**config.mk**
```make
export PLATFORM = sky130hd
export DESIGN_NAME = inst_mem_port
export DESIGN_NICKNAME = d
export VERILOG_FILES = /design/src/rtl/inst_mem_port.sv
export SDC_FILE = /design/constraint.sdc
export NUM_CORES = 1
export LEC_CHECK = 0
export CAP_MARGIN = 20
export CORE_ASPECT_RATIO = 0.6
export CORE_UTILIZATION = 30
export DETAILED_ROUTE_END_ITERATION = 8
export GPL_TIMING_DRIVEN = 0
export PLACE_DENSITY = 0.58
export SYNTH_ARGS = -nofsm -noshare
export SYNTH_HDL_FRONTEND = slang
export SYNTH_SLANG_ARGS = --single-unit
```
**constraint.sdc**
```tcl
create_clock -name CLK -period 5.25 [get_ports CLK]
set_input_delay 1.575 -clock CLK [delete_from_list [all_inputs] [get_ports CLK]]
set_output_delay 1.575 -clock CLK [all_outputs]
set_load 0.05 [all_outputs]
```
**src/rtl/inst_mem_port.sv**
```systemverilog
// inst_mem_port: fetch-side port with a direct-mapped one-word-per-line instruction cache.
module inst_mem_port #(
  parameter int          ENTRIES    = 16,
  parameter logic [31:0] RESET_INST = 32'h0000_0013
) (
  input  logic        CLK,
  input  logic        RST,
  input  logic        FLUSH,
  input  logic        INVALIDATE,
  input  logic        INST_RDEN,
  input  logic [31:0] INST_RIADDR,
  output logic        INST_RVALID,
  output logic [31:0] INST_ROADDR,
  output logic [31:0] INST_RDATA,
  output logic        MEM_WAIT,
  output logic        MEM_RDEN,
  output logic [31:0] MEM_RADDR,
  input  logic        MEM_RVALID,
  input  logic [31:0] MEM_RDATA
);
  localparam int IDX = $clog2(ENTRIES);
  typedef enum logic [1:0] {IDLE, FILL, DRAIN} state_t;
  state_t             state;
  logic [ENTRIES-1:0] valid;
  logic [29-IDX:0]    tags [ENTRIES];
  logic [31:0]        data [ENTRIES];
  logic [IDX-1:0]     idx, fidx;
  logic               hit, accept, fill_done, unused_ok;
  assign unused_ok = ^INST_RIADDR[1:0];
  assign idx       = INST_RIADDR[IDX+1:2];
  // MEM_RADDR holds the miss address for the whole fill, so it doubles as the fill latch
  assign fidx      = MEM_RADDR[IDX+1:2];
  assign hit       = valid[idx] && tags[idx] == INST_RIADDR[31:IDX+2];
  assign accept    = INST_RDEN && !MEM_WAIT && !FLUSH && state == IDLE;
  assign fill_done = state != IDLE && MEM_RVALID;
  always_ff @(posedge CLK)
    if (fill_done) begin
      tags[fidx] <= MEM_RADDR[31:IDX+2];
      data[fidx] <= MEM_RDATA;
    end
  always_ff @(posedge CLK or posedge RST)
    if (RST) begin
      state       <= IDLE;
      valid       <= '0;
      INST_RVALID <= 1'b0;
      INST_ROADDR <= '0;
      INST_RDATA  <= RESET_INST;
      MEM_WAIT    <= 1'b0;
      MEM_RDEN    <= 1'b0;
      MEM_RADDR   <= '0;
    end else begin
      INST_RVALID <= (accept && hit) || (!FLUSH && state == FILL && MEM_RVALID);
      if (accept && hit) begin
        INST_ROADDR <= {INST_RIADDR[31:2], 2'b00};
        INST_RDATA  <= data[idx];
      end else if (!FLUSH && state == FILL && MEM_RVALID) begin
        INST_ROADDR <= MEM_RADDR;
        INST_RDATA  <= MEM_RDATA;
      end
      if (INVALIDATE) valid <= '0;
      else if (fill_done) valid[fidx] <= 1'b1;
      if (accept && !hit) begin
        state     <= FILL;
        MEM_WAIT  <= 1'b1;
        MEM_RDEN  <= 1'b1;
        MEM_RADDR <= {INST_RIADDR[31:2], 2'b00};
      end else if (fill_done) begin
        state    <= IDLE;
        MEM_WAIT <= 1'b0;
        MEM_RDEN <= 1'b0;
      end else if (state == FILL && FLUSH) state <= DRAIN;
    end
endmodule

```
==> flow_summary_export.csv <==
group,metric,value,unit
outcome,status,"completed",
sta,fmax,191,MHz
global_route,grt_pass1_wl,162,mm
place,gp_congestion,0.802,
sta,finalCritPeriodShare,0.996,
detailed_routing,drt_wl_total,116,mm
flow_run,max-cap-violations,0,
place,dp_hpwl,77.4,mm
clock_network,cts.sinks,1040,
global_route,antenna_found_initial,11,
detailed_routing,dr.pass1.iters,5,
floorplan,die_area,137000,um^2
detailed_routing,ant_nets,0,
place,io_buffers,158,
final_layout,seq_area,30700,um^2
place,dpl.cell_count,3880,
setup_path,critPathBufInv,5,
setup_path,worstSetupPathType,"input pin to register",
global_route,track_usage,0.169,
setup_path,critical_path_arrival,5.79,ns
sta,setup_viol,0,
power,ir_drop,0.258,mV
global_route,grt_pass1_vias,20700,
setup_path,worst_setup_path_end_kind,"register",
sta,hold_violations,0,
final_layout,drive_above_1_share,0.292,
sta,finalSetupTns,0,ns
detailed_routing,wire_per_inst,28.4,um
synthesis,yosys_warnings,0,
sta,slew_viol_final,0,
global_route,use_met3,0.0404,
final_layout,fillers,12200,
sta,fin_skew,0.0258,ns
final_layout,fin_area,49500,um^2
floorplan,die_w,477,um
setup_path,crit_fanout,10,
floorplan,rows,104,
synthesis,synth_ff_type,"edfxtp_1",
detailed_routing,first_iter_violations,2167,
clock_network,clock_path_buffers,3,
setup_path,crit_family,"buffers and inverters",
hold_path,min_path_type,"register to register",
synthesis,ys_seq_area_frac,0.755,
power,p_leak,16.1,nW
synthesis,syn_avg_cell_area,21.9,um^2
setup_path,required,5.81,ns
global_route,busiest_layer,"met1",
floorplan,start_util,0.303,
final_layout,nets,2257,
clock_network,htreeDepth,3,
floorplan,fp.dieH,287,um
global_route,overflow,0,
synthesis,ys_types,53,
sta,hold_ws,0.504,ns
detailed_routing,vias,20500,
setup_path,critPathLaunchType,"input pin",
place,dpl_cell_area,46000,um^2
detailed_routing,drc,0,
power,p_per_area,446,nW/um^2
global_route,met2_usage,0.250,
clock_network,clk_pin_slew_worst_paths,0.06,ns
final_layout,layout.cells.non_filler,4082,
setup_path,max_stage_delay,0.53,ns
setup_path,crit_slowest_cell,"buf_2",
clock_network,cts_root_buf,"clkbuf_16",
synthesis,synth_edf_count,928,
global_route,grt_max_degree,68,
floorplan,pin_count,169,
detailed_routing,via_per_inst,5.03,
clock_network,cts_tree,"done",
floorplan,core,134000,um^2
setup_path,crit_path_frequent_cell,"buf_2",
setup_path,crit_chain,"buf_2 > buf_2 > buf_2 > buf_2 > mux4_2 > mux2i_1 > a22oi_1 > o21ai_0 > nand2_1 > o31ai_4 > buf_4 > mux2_2",
global_route,use_met1,0.251,
sta,max_slew_margin,0.316,
sta,tightest_slew,1.03,ns
clock_network,numCtsBuffers,103,
sta,min_period,5.23,ns
synthesis,syn_area,40600,um^2
synthesis,synth_seq_cells,1040,
synthesis,synthArstFlopShare,0.108,
final_layout,multi_input_area,9590,um^2
synthesis,syn_inst,1852,
final_layout,areaGrowthSynthToFinish,21.8,%
clock_network,clk_latency,0.70,ns
power,p_total,0.0221,W
[repair_timing]
| item | CTS | global route |
|---|---|---|
| hold buffers | 0 | 0 |
| setup buffers | 3 | 0 |
| endpoints found under the setup margin | 93 | 75 |
| gates resized for setup | 21 | 31 |
| pin swaps | 1 | 0 |
| cloned | 0 | 0 |
| hold endpoints to repair | 0 | 0 |
[synth_stat cells (all sizes together) (7+ instances only)]
library cell	instances	area [um^2]
a22oi	9	67.6
mux4	246	5540
nor2	61	229
edfxtp	928	27900
nor2b	8	50.1
o21ai	10	50.1
xnor2	24	210
nand2	25	93.8
xor2	11	96.3
nand2b	7	43.8
dfrtp	109	2730
a21oi	13	65.1
clkbuf	36	136
mux2i	70	701
nor3	7	46.3
mux2	159	1790
buf	61	375
[layout by cell type (no fill, tap or decap), types with 10 or more instances in the layout]
cell type | Yosys | final
clkbuf_2 | 1 | 16
xnor2_1 | 24 | 24
nor2_1 | 61 | 49
xor2_1 | 11 | 11
buf_4 | 14 | 15
dfrtp_1 | 109 | 109
a21oi_1 | 13 | 12
clkbuf_1 | 35 | 56
clkinv_1 | 1 | 13
nand2_1 | 25 | 25
mux2_2 | 105 | 105
clkinv_2 | 0 | 18
buf_16 | 0 | 23
edfxtp_1 | 928 | 928
buf_12 | 0 | 31
clkdlybuf4s50_1 | 0 | 158
mux2_1 | 54 | 54
buf_2 | 21 | 22
buf_8 | 0 | 14
clkbuf_16 | 0 | 103
mux2i_1 | 70 | 70
nor2_4 | 0 | 12
o21ai_0 | 10 | 10
mux4_2 | 246 | 246
[logic make-up after synthesis]
kind of cell,synth area share
AOI/OAI and AO/OA,0.0128
xor gates and xnor gates,0.00754
buffers and inverters,0.0132
DFF,0.755
muxes,0.198
other,0.0000923
and+or+nand+nor,0.0139
[state kept, by name (all words and copies together) (netlist names)]
| name | count |
|---|---|
| state | 2 |
| data | 512 |
| INST_RVALID | 1 |
| MEM_RDEN | 1 |
| INST_ROADDR | 30 |
| INST_RDATA | 32 |
| MEM_RADDR | 30 |
| tags | 416 |
| valid | 16 |
[through the flow]
step / util / setup WS, ns
2_1_floorplan: - / 0.0813
3_3_place_gp: 0.331 / -4.60
3_5_place_dp: 0.343 / -1.36
4_1_cts: 0.368 / 0.0221
5_1_grt: 0.369 / -0.00467
6_report: 0.369 / 0.0227
[routing by layer]
layer | vias up | part of all wire
li1 | 8366 | -
met4 | 6 | 0.018
met5 | - | 0.00023
met3 | 140 | 0.081
met1 | 11200 | 0.46
met2 | 844 | 0.44
[power by group]
| group | total [W] | switching [W] | internal [W] |
|---|---|---|---|
| clock network | 0.00724 | 0.00314 | 0.00410 |
| logic | 0.00395 | 0.00250 | 0.00145 |
| registers | 0.0109 | 0.000812 | 0.0101 |
| total | 0.0221 | 0.00646 | 0.0156 |
[worst register-to-register path: stages, from the launching register on]
cell	delay, ns
edfxtp_1	0.36
mux4_2	0.53
mux2i_1	0.29
nor2_1	0.08
a2111oi_0	0.36
o21ai_0	0.12
a2111oi_0	0.47
nand4_1	0.32
o31ai_4	0.46
buf_4	0.39
mux2_2	0.38
[worst paths after layout]
path / startpoint / to / slack, ns / cells past startpoint
max in group asynchronous: RST / MEM_RADDR[19] / 3.02 / 3
min in group asynchronous: RST / INST_RDATA[3] / 1.41 / 2
setup / recovery: INST_RIADDR[4] / MEM_RADDR[8] / 0.02 / 12
setup reg to reg: tags[6][7] / MEM_RADDR[8] / 1.38 / 10
hold reg to reg: valid[0] / valid[0] / 0.50 / 2
hold / removal: valid[0] / valid[0] / 0.50 / 2
[layout make-up]
class	instances	share of cell area
Timing Repair Buffer	228	0.0618
Tap cell	1802	0.0456
Sequential cell	1040	0.620
Buffer	96	0.0117
Multi-Input combinational cell	711	0.194
Clock buffer	145	0.0569
Inverter	7	0.000708
Clock inverter	50	0.00971
Antenna cell	3	0.000152
(Power assumes the default switching activity.)
